--- src/rtl/lc3b_control.sv ---
// Multicycle Moore control FSM for the LC-3b datapath (ADD, AND, NOT, LDR, STR, BR).
// Every strobe decodes from the state register; only instr_done also looks at inputs, in STR2 and BR.
module lc3b_control (
  input  logic       clk,
  input  logic       reset,
  input  logic [3:0] opcode,
  input  logic       branch_enable,
  input  logic       mem_resp,
  output logic       load_pc,
  output logic       pcmux_sel,
  output logic       storemux_sel,
  output logic       load_ir,
  output logic       load_regfile,
  output logic       load_mar,
  output logic       load_mdr,
  output logic       load_cc,
  output logic       marmux_sel,
  output logic       mdrmux_sel,
  output logic       alumux_sel,
  output logic       regfilemux_sel,
  output logic [1:0] aluop,
  output logic       mem_read,
  output logic       mem_write,
  output logic       instr_done
);

  typedef enum logic [3:0] {
    S_FETCH1    = 4'd0,
    S_FETCH2    = 4'd1,
    S_FETCH3    = 4'd2,
    S_DECODE    = 4'd3,
    S_ADD       = 4'd4,
    S_AND       = 4'd5,
    S_NOT       = 4'd6,
    S_CALC_ADDR = 4'd7,
    S_LDR1      = 4'd8,
    S_LDR2      = 4'd9,
    S_STR1      = 4'd10,
    S_STR2      = 4'd11,
    S_BR        = 4'd12,
    S_BR_TAKEN  = 4'd13
  } state_t;

  state_t state_q, state_d;

  always_ff @(posedge clk) begin
    if (reset) state_q <= S_FETCH1;
    else       state_q <= state_d;
  end

  always_comb begin
    state_d        = S_FETCH1;
    load_pc        = 1'b0;
    pcmux_sel      = 1'b0;
    storemux_sel   = 1'b0;
    load_ir        = 1'b0;
    load_regfile   = 1'b0;
    load_mar       = 1'b0;
    load_mdr       = 1'b0;
    load_cc        = 1'b0;
    marmux_sel     = 1'b0;
    mdrmux_sel     = 1'b0;
    alumux_sel     = 1'b0;
    regfilemux_sel = 1'b0;
    aluop          = 2'b00;
    mem_read       = 1'b0;
    mem_write      = 1'b0;
    instr_done     = 1'b0;

    case (state_q)
      S_FETCH1: begin
        load_mar   = 1'b1;
        marmux_sel = 1'b1;
        load_pc    = 1'b1;
        state_d    = S_FETCH2;
      end
      S_FETCH2: begin
        mem_read   = 1'b1;
        mdrmux_sel = 1'b1;
        load_mdr   = 1'b1;
        state_d    = mem_resp ? S_FETCH3 : S_FETCH2;
      end
      S_FETCH3: begin
        load_ir = 1'b1;
        state_d = S_DECODE;
      end
      S_DECODE: begin
        // Unsupported opcodes fall back to FETCH1 silently as NOPs.
        case (opcode)
          4'b0001:         state_d = S_ADD;
          4'b0101:         state_d = S_AND;
          4'b1001:         state_d = S_NOT;
          4'b0110, 4'b0111: state_d = S_CALC_ADDR;
          4'b0000:         state_d = S_BR;
          default:         state_d = S_FETCH1;
        endcase
      end
      S_ADD, S_AND, S_NOT: begin
        load_regfile = 1'b1;
        load_cc      = 1'b1;
        instr_done   = 1'b1;
        aluop        = (state_q == S_ADD) ? 2'b00 :
                       (state_q == S_AND) ? 2'b01 : 2'b10;
        state_d      = S_FETCH1;
      end
      S_CALC_ADDR: begin
        alumux_sel = 1'b1;
        load_mar   = 1'b1;
        state_d    = (opcode == 4'b0110) ? S_LDR1 : S_STR1;
      end
      S_LDR1: begin
        mem_read   = 1'b1;
        mdrmux_sel = 1'b1;
        load_mdr   = 1'b1;
        state_d    = mem_resp ? S_LDR2 : S_LDR1;
      end
      S_LDR2: begin
        load_regfile   = 1'b1;
        regfilemux_sel = 1'b1;
        load_cc        = 1'b1;
        instr_done     = 1'b1;
        state_d        = S_FETCH1;
      end
      S_STR1: begin
        storemux_sel = 1'b1;
        aluop        = 2'b11;
        load_mdr     = 1'b1;
        state_d      = S_STR2;
      end
      S_STR2: begin
        mem_write  = 1'b1;
        instr_done = mem_resp;
        state_d    = mem_resp ? S_FETCH1 : S_STR2;
      end
      S_BR: begin
        instr_done = ~branch_enable;
        state_d    = branch_enable ? S_BR_TAKEN : S_FETCH1;
      end
      S_BR_TAKEN: begin
        load_pc    = 1'b1;
        pcmux_sel  = 1'b1;
        instr_done = 1'b1;
        state_d    = S_FETCH1;
      end
      default: state_d = S_FETCH1;
    endcase
  end

endmodule
--- config.mk ---
export PLATFORM = sky130hd
export DESIGN_NAME = lc3b_control
export DESIGN_NICKNAME = d
export VERILOG_FILES = /design/src/rtl/lc3b_control.sv
export SDC_FILE = /design/constraint.sdc
export NUM_CORES = 1
export LEC_CHECK = 0
export ABC_AREA = 1
export CORE_AREA = 2 2 39 41
export DETAILED_ROUTE_END_ITERATION = 12
export DIE_AREA = 0 0 41 43
export GPL_TIMING_DRIVEN = 0
export HOLD_SLACK_MARGIN = 0.15
export PLACE_DENSITY = 0.73
export SETUP_SLACK_MARGIN = 0.2
export SYNTH_ARGS = -nofsm -noshare
export SYNTH_HDL_FRONTEND = slang
export SYNTH_SLANG_ARGS = --single-unit
--- constraint.sdc ---
create_clock -name clk -period 2.9 [get_ports clk]
set_input_delay 0.58 -clock clk [delete_from_list [all_inputs] [get_ports clk]]
set_output_delay 0.58 -clock clk [all_outputs]
set_load 0.02 [all_outputs]
==> metrics.cfg, run 1 <==
[outcome]
status = complete, no violations

[die]
initial_core_util_pct = 34.0
fp.dieW_um = 41
fp-row-count = 14
core_um2 = 1380
num_io_pins = 25
dieArea_um2 = 1760
die_h_um = 43

[clocking]
htreeDepth = 1
ctsResizeCount = 0
cts.root.buffer_cell = clkbuf_4
numCtsBuffers = 3
clk_pin_slew_worst_paths_ns = 0.04
cts_hold_buf = 0
cts_tree = done
post_cts_buffers = 0
worstSkewPairLatency_ns = 0.24
clockBufferDepth = 2
cts_sinks = 4

[yosys]
yosys_warnings = 0
ys_types = 11
syn_inst = 98
ys_seq_area_share_pct = 17.0
synthesis.area_um2 = 470
ys_ff_latch = 4
syn_nets = 106
yosys.area.top_type = nand2_1
post-synth-top-area-fraction_pct = 22.3
syn_area_per_cell_um2 = 4.80
yosys-top-cells-area = nand2_1 (22%), nor2_1 (20%), dfxtp_1 (17%), inv_1 (17%), nand3_1 (8.5%)

[finish]
largest_reg_flops = 4
nets = 135
fin_util_pct = 54.4
drive_gt1_share_pct = 4.80
top_register = state_q
area_growth_syn_to_layout_pct = 60.1
diodes = 0
reg_top3 = state_q (4)

[route]
antenna_left = 0
drcViolationCount = 0
routedWlPerCell_um = 8.74
drtPass1Iterations = 4
viasPerCell = 4.43
wirelength_mm = 1.23
num_vias = 625
drt-initial-drc-count = 22

[power_and_ir_drop]
ir_drop_v = 0.000228
powerDensity_nw_per_um2 = 335
power.leakage_nw = 0.383

[critical_path]
critPathRequiredTime_ns = 2.32
reg2reg_depth = 7
path_cells = inv_1 > nor2_2 > inv_1 > nor2_1 > nand2_1 > o211ai_1 > clkdlybuf4s50_1
crit_top_cell = inv_1
critical_path_class = register to output port
critPathCaptureType = output port
r2r-start = state_q[0]
cp_slowest_cell = clkdlybuf4s50_1
cp-start-kind = register
rr_endpoint = state_q[0]
r2r_slack_ns = 1.71
critPathMaxFanout = 6
critPathMaxStageDelay_ns = 0.63
arrival_ns = 1.90

[timing]
tns_ns = 0
fin_crit_sh_pct = 85.4
hold_violations = 0
fin_ws_ns = 0.423
rsz0062_at_grt = no
maxSlewViolCount = 0
tightestPinTransition_ns = 0.309
setup_violations = 0
fin_hold_ws_ns = 0.697
fmax_mhz = 404
period_minus_slack_ns = 2.48
relSlewSlack_pct = 79.3
fin_skew_ns = 0.00469

[placed_design]
place_congestion = 0.811
io_buffer_count = 24
place_ws_ns = 0.436
dp_hpwl_mm = 1.05

[min_path]
min_to = state_q[1]
hold_depth = 5
hp-start = state_q[2]
min_path_type = register to register

[grt]
antenna_found_initial = 0
grt_max_degree = 8
grt_pass1_wl_mm = 1.95
grt.total_usage_pct = 16.2
first_global_vias = 507
grt-ovfl-total = 0

[run]
maxCapViolCount = 0

-- logic make-up after synthesis --
kind of cell	count (synthesis)	share of synthesized area, %
AOI/OAI and AO/OA	9	10.9
buffers and inverters	23	19.9
and+or+nand+nor	62	52.1
DFF	4	17.0
-- worst max-delay path, delay by kind of cell (launching register included) --
family                 cells  cell delay [ns]
DFF                        1             0.34
and+or+nand+nor            3             0.39
buffers and inverters      3             0.86
AOI/OAI and AO/OA          1             0.07
-- per-layer routing --
metal,up-vias,track usage (%),wire length [µm]
li1,350,-,-
met3,2,1.57,85
met2,26,28.4,576
met1,247,17.0,554
met4,0,10.0,16
met5,-,0,0
-- final cells by class --
cell class                 instances  area [µm²]
buffer                             2        15.0
clock buffer                       3        22.5
fill                             159         631
inverter                          21        78.8
multi-input combinational         71         297
sequential                         4        80.1
tap                               16        20.0
timing repair buffer              24         240
-- where the power goes --
| part | internal (W) | total [W] | switching (W) | leakage [nW] |
|---|---|---|---|---|
| Combinational | 0.0000537 | 0.000117 | 0.0000637 | 0.337 |
| Clock | 0.0000464 | 0.0000703 | 0.0000239 | 0.0138 |
| Sequential | 0.0000591 | 0.0000643 | 0.00000521 | 0.0327 |
| Total | 0.000159 | 0.000252 | 0.0000928 | 0.383 |
-- per-stage QoR --
stage | power [W] | instance area, µm² | std cells
3_3_place_gp | 0.000182 | 731 | 138
4_1_cts | 0.000255 | 753 | 141
6_report | 0.000252 | 753 | 141
3_5_place_dp | 0.000183 | 731 | 138
2_1_floorplan | 0.000130 | 470 | 98
5_1_grt | 0.000272 | 753 | 141
-- cells in the final DEF (no fill, tap or decap), drive strengths merged --
cell	count
a21oi	3
o21ai	3
nand3	8
buf	2
clkdlybuf4s50	24
inv	21
nand2	28
dfxtp	4
nor2	26
clkbuf	3
o22ai	1
o211ai	2
-- synthesized netlist by cell type --
cell type,number
o21ai_0,3
nor2_2,1
a21oi_1,3
nor2_1,25
buf_4,2
nand3_1,8
inv_1,21
nand2_1,28
o211ai_1,2
dfxtp_1,4
o22ai_1,1
-- how the worst max path moves through the flow --
stage                     from  slack [ns]  depth (start not counted)    endpoint
global placement      mem_resp        0.43                          4  instr_done
finish              state_q[3]        0.42                          7  instr_done
floorplan           state_q[3]        1.05                          6  instr_done
global route        state_q[2]        0.24                          7    mem_read
detailed placement    mem_resp        0.44                          4  instr_done
CTS                 state_q[3]        0.40                          7  instr_done
(Power assumes the default switching activity.)
==> run 2, diff against run 1 <==
==> constraint.sdc (replaced) <==
create_clock -name clk -period 2.9 [get_ports clk]
set_input_delay 0.725 -clock clk [delete_from_list [all_inputs] [get_ports clk]]
set_output_delay 0.725 -clock clk [all_outputs]
set_load 0.02 [all_outputs]
==> metrics.cfg, run 2 (same netlist as run 1, synthesis figures left out) <==
[critical_path]
arrival_ns = 1.81
crit_buf_inv = 3
critPathMaxStageDelay_ns = 0.62
critical_path_class = register to output port
critPathRequiredTime_ns = 2.17
crit_cells = 5
crit_top_cell = inv_1
cp-start-kind = register
path_cells = inv_1 > nor2_2 > inv_1 > o21ai_0 > clkdlybuf4s50_1
critPathCaptureType = output port
reg2reg_depth = 7
critPathMaxFanout = 6
cpLargestDelayFamily = buffers and inverters
cp_slowest_cell = clkdlybuf4s50_1

[finish]
fill_cells = 163
nets = 135
mostFrequentLayoutCells = nand2_1 (28), nor2_1 (24), clkdlybuf4s50_1 (23)
seq_area_um2 = 80.1
layout_commonest_cell = nand2_1
diodes = 0
top_register = state_q
largest_reg_flops = 4
drive_gt1_share_pct = 5.60
reg_top3 = state_q (4)
finalNonFillerCells = 141
area_growth_syn_to_layout_pct = 60.4
multiInputGateArea_um2 = 299

[clocking]
cts_sinks = 4
clk_pin_slew_worst_paths_ns = 0.04
htreeDepth = 1
clockBufferDepth = 2
post_cts_buffers = 0
cts_tree = done
worstSkewPairLatency_ns = 0.24
cts_hold_buf = 0
numCtsBuffers = 3
cts.root.buffer_cell = clkbuf_4

[run]
maxCapViolCount = 0

[route]
num_vias = 628
routedWlPerCell_um = 8.93
viasPerCell = 4.45
drtPass1Iterations = 4
drt-initial-drc-count = 17
drcViolationCount = 0
wirelength_mm = 1.26
antenna_left = 0

[min_path]
hold_depth = 5
min_path_type = register to register

[timing]
relSlewSlack_pct = 79.4
fin_ws_ns = 0.364
fin_crit_sh_pct = 87.4
maxSlewViolCount = 0
fin_hold_ws_ns = 0.713
rsz0062_at_grt = no
tns_ns = 0
tightestPinTransition_ns = 0.308
fmax_mhz = 394
period_minus_slack_ns = 2.54
hold_violations = 0
setup_violations = 0
fin_skew_ns = 0.00202

[grt]
antenna_found_initial = 0
grt-ovfl-total = 0
first_global_vias = 507
grt_pass1_wl_mm = 1.95
grt_max_degree = 8
grt.total_usage_pct = 16.2

[die]
initial_core_util_pct = 34.0
die_h_um = 43
core_um2 = 1380
dieArea_um2 = 1760
num_io_pins = 25
fp-row-count = 14
fp.dieW_um = 41

[placed_design]
place_ws_ns = 0.146
dp_hpwl_mm = 1.05
io_buffer_count = 24
place_congestion = 0.811
placed_cells = 138

[power_and_ir_drop]
p_switching_w = 0.0000947
ir_drop_v = 0.000230
p_int_w = 0.000159
pwr-share-clk_pct = 28.4
power.leakage_nw = 0.389
swShare_pct = 37.3
powerDensity_nw_per_um2 = 336
pwr-share-comb_pct = 46.2
pwr-share-seq_pct = 25.4

[outcome]
status = complete, no violations

## run 2: worst register-to-register path, cell delays in order (launching register included)
cell and delay, ns:
dfxtp_1 0.36, nor2_1 0.28, nand3_1 0.18, nand2_1 0.12, inv_1 0.04, nand3_1 0.07, nand2_1 0.05, inv_1 0.04
## run 2: through the flow
step           area (µm²)  power (W)  util, %
4_1_cts               752   0.000255     54.3
3_5_place_dp          731   0.000183     52.8
6_report              754   0.000254     54.5
5_1_grt               754   0.000272     54.5
2_1_floorplan         470   0.000130        -
3_3_place_gp          731   0.000182     52.8
## run 2: cell type report
type | count | share of cell area [%]
buffer | 2 | 1.99
clock buffer | 3 | 2.99
inverter | 21 | 10.4
multi-input combinational | 71 | 39.6
sequential | 4 | 10.6
tap | 16 | 2.65
timing repair buffer | 24 | 31.7
## run 2: routing by layer
layer / share of wire (%) / GRT usage (%)
met1: 44 / 17.0
met2: 47 / 28.4
met3: 6.8 / 1.57
met4: 1.7 / 10.0
met5: 0 / 0
## run 2: worst paths after layout
| path | startpoint | to | slack [ns] |
|---|---|---|---|
| max | state_q[3] | load_mdr | 0.36 |
| min | state_q[2] | state_q[1] | 0.71 |
| max reg2reg | state_q[0] | state_q[0] | 1.72 |
| min reg2reg | state_q[2] | state_q[1] | 0.71 |
## run 2: repair_timing
item	CTS	global route
setup endpoints to repair	1	3
pin swaps	0	0
resized for setup	1	1
## run 2: power by group through the flow
| stage | sequential, W | combinational [W] | clock [W] |
|---|---|---|---|
| after floorplan | 0.0000637 | 0.0000667 | 0 |
| after global placement | 0.0000650 | 0.000117 | 0 |
| after detailed placement | 0.0000650 | 0.000118 | 0 |
| after CTS | 0.0000641 | 0.000118 | 0.0000732 |
| after global routing | 0.0000647 | 0.000131 | 0.0000772 |
| final | 0.0000644 | 0.000117 | 0.0000721 |
==> run 3, diff against run 2 <==
ABC_CLOCK_PERIOD_IN_PS = 2900   (was default)
RECOVER_POWER = 25   (was default)
SLEW_MARGIN = 20   (was default)
==> metrics.cfg, run 3 (same netlist as run 1, synthesis figures left out) <==
[finish]
mostFrequentLayoutCells = nand2_1 (28), nor2_1 (24), inv_1 (21)
drive_gt1_share_pct = 5.60
reg_top3 = state_q (4)
largest_reg_flops = 4
nets = 135
fill_cells = 163
top_register = state_q
area_growth_syn_to_layout_pct = 60.4
layout_commonest_cell = nand2_1
diodes = 0

[critical_path]
critPathRequiredTime_ns = 2.17
critPathMaxStageDelay_ns = 0.61
cp_slowest_cell = dlygate4sd3_1
cpLargestDelayFamily = buffers and inverters
path_cells = dlygate4sd3_1 > nand2_1 > o211ai_1 > dlygate4sd2_1
reg2reg_depth = 7
critPathMaxFanout = 4
r2r_slack_ns = 1.72
critical_path_class = primary input to output port
critPathCaptureType = output port
crit_buf_inv = 2
crit_start = mem_resp
cp-start-kind = primary input
arrival_ns = 1.83
r2r-start = state_q[0]
rr_endpoint = state_q[0]

[placed_design]
io_buffer_count = 24
place_ws_ns = 0.146
place_congestion = 0.811
dp_hpwl_mm = 1.05

[timing]
fin_crit_sh_pct = 87.9
setup_violations = 0
maxSlewViolCount = 0
fin_ws_ns = 0.350
fmax_mhz = 392
tns_ns = 0
relSlewSlack_pct = 79.4
hold_violations = 0
fin_skew_ns = 0.00202
period_minus_slack_ns = 2.55
tightestPinTransition_ns = 0.308
rsz0062_at_grt = no

[grt]
first_global_vias = 507
grt_max_degree = 8
grt-ovfl-total = 0
grt_pass1_wl_mm = 1.95
grt.total_usage_pct = 16.2
antenna_found_initial = 0

[route]
routedWlPerCell_um = 8.92
viasPerCell = 4.45
num_vias = 628
antenna_left = 0
drcViolationCount = 0
drtPass1Iterations = 4
wirelength_mm = 1.26
drt-initial-drc-count = 17

[die]
die_h_um = 43
core_um2 = 1380
initial_core_util_pct = 34.0
num_io_pins = 25
fp.dieW_um = 41
dieArea_um2 = 1760
fp-row-count = 14

[min_path]
hp-start = state_q[2]
min_path_type = register to register
min_to = state_q[1]
hold_depth = 5

[clocking]
numCtsBuffers = 3
cts.root.buffer_cell = clkbuf_4
worstSkewPairLatency_ns = 0.24
htreeDepth = 1
cts_tree = done
clk_pin_slew_worst_paths_ns = 0.04
cts_hold_buf = 0
clockBufferDepth = 2
cts_sinks = 4

[power_and_ir_drop]
power.leakage_nw = 0.393
powerDensity_nw_per_um2 = 336
ir_drop_v = 0.000230

[run]
maxCapViolCount = 0

[outcome]
status = complete, no violations

## run 3: cell count changes in the layout (fill, tap and decap cells not counted), sizes merged
cell / change
clkdlybuf4s50: -3
dlygate4sd3: +3
## run 3: worst max path at each step
stage | end | cells past startpoint
global placement | instr_done | 4
detailed placement | instr_done | 4
CTS | mem_read | 7
global route | mem_read | 7
finish | instr_done | 4
floorplan | instr_done | 6
## run 3: report_power, final
| group | switching (W) | internal [W] | total [W] |
|---|---|---|---|
| clock network | 0.0000256 | 0.0000465 | 0.0000721 |
| logic | 0.0000638 | 0.0000531 | 0.000117 |
| registers | 0.00000534 | 0.0000590 | 0.0000644 |
| total | 0.0000948 | 0.000159 | 0.000253 |
## run 3: area by class of cell
class                   instances  area, µm²  share of cell area [%]
multi-input cells              71        299                    39.6
repair buffers                 24        239                    31.7
flip-flops and latches          4       80.1                    10.6
inverters                      21       78.8                    10.4
clock buffers                   3       22.5                    2.99
well taps                      16       20.0                    2.65
plain buffers                   2       15.0                    1.99
## run 3: per-layer routing
metal,wire [µm],vias to the layer above,global-route usage (%)
li1,-,347,-
met1,558,255,17.0
met2,593,24,28.4
met3,84,2,1.57
met4,21,0,10.0
met5,0,-,0
## run 3: repair_timing
| item | CTS | global route |
|---|---|---|
| buffers inserted | 0 | 0 |
| endpoints found under the setup margin | 1 | 3 |
| gates resized for setup | 1 | 1 |
## run 3: worst register-to-register path: stages, from the launching register on
cell and delay (ns):
dfxtp_1 0.36, nor2_1 0.28, nand3_1 0.18, nand2_1 0.12
inv_1 0.04, nand3_1 0.07, nand2_1 0.05, inv_1 0.04
## run 3: per-stage QoR
stage / instance area (µm²) / util [%] / instances / hold slack [ns] / total power, W
floorplan: 470 / - / 98 / 0.629 / 0.000130
detailed placement: 731 / 52.8 / 138 / 0.701 / 0.000183
global placement: 731 / 52.8 / 138 / 0.700 / 0.000182
global route: 754 / 54.5 / 141 / 0.778 / 0.000272
finish: 754 / 54.5 / 141 / 0.714 / 0.000253
CTS: 752 / 54.3 / 141 / 0.704 / 0.000255
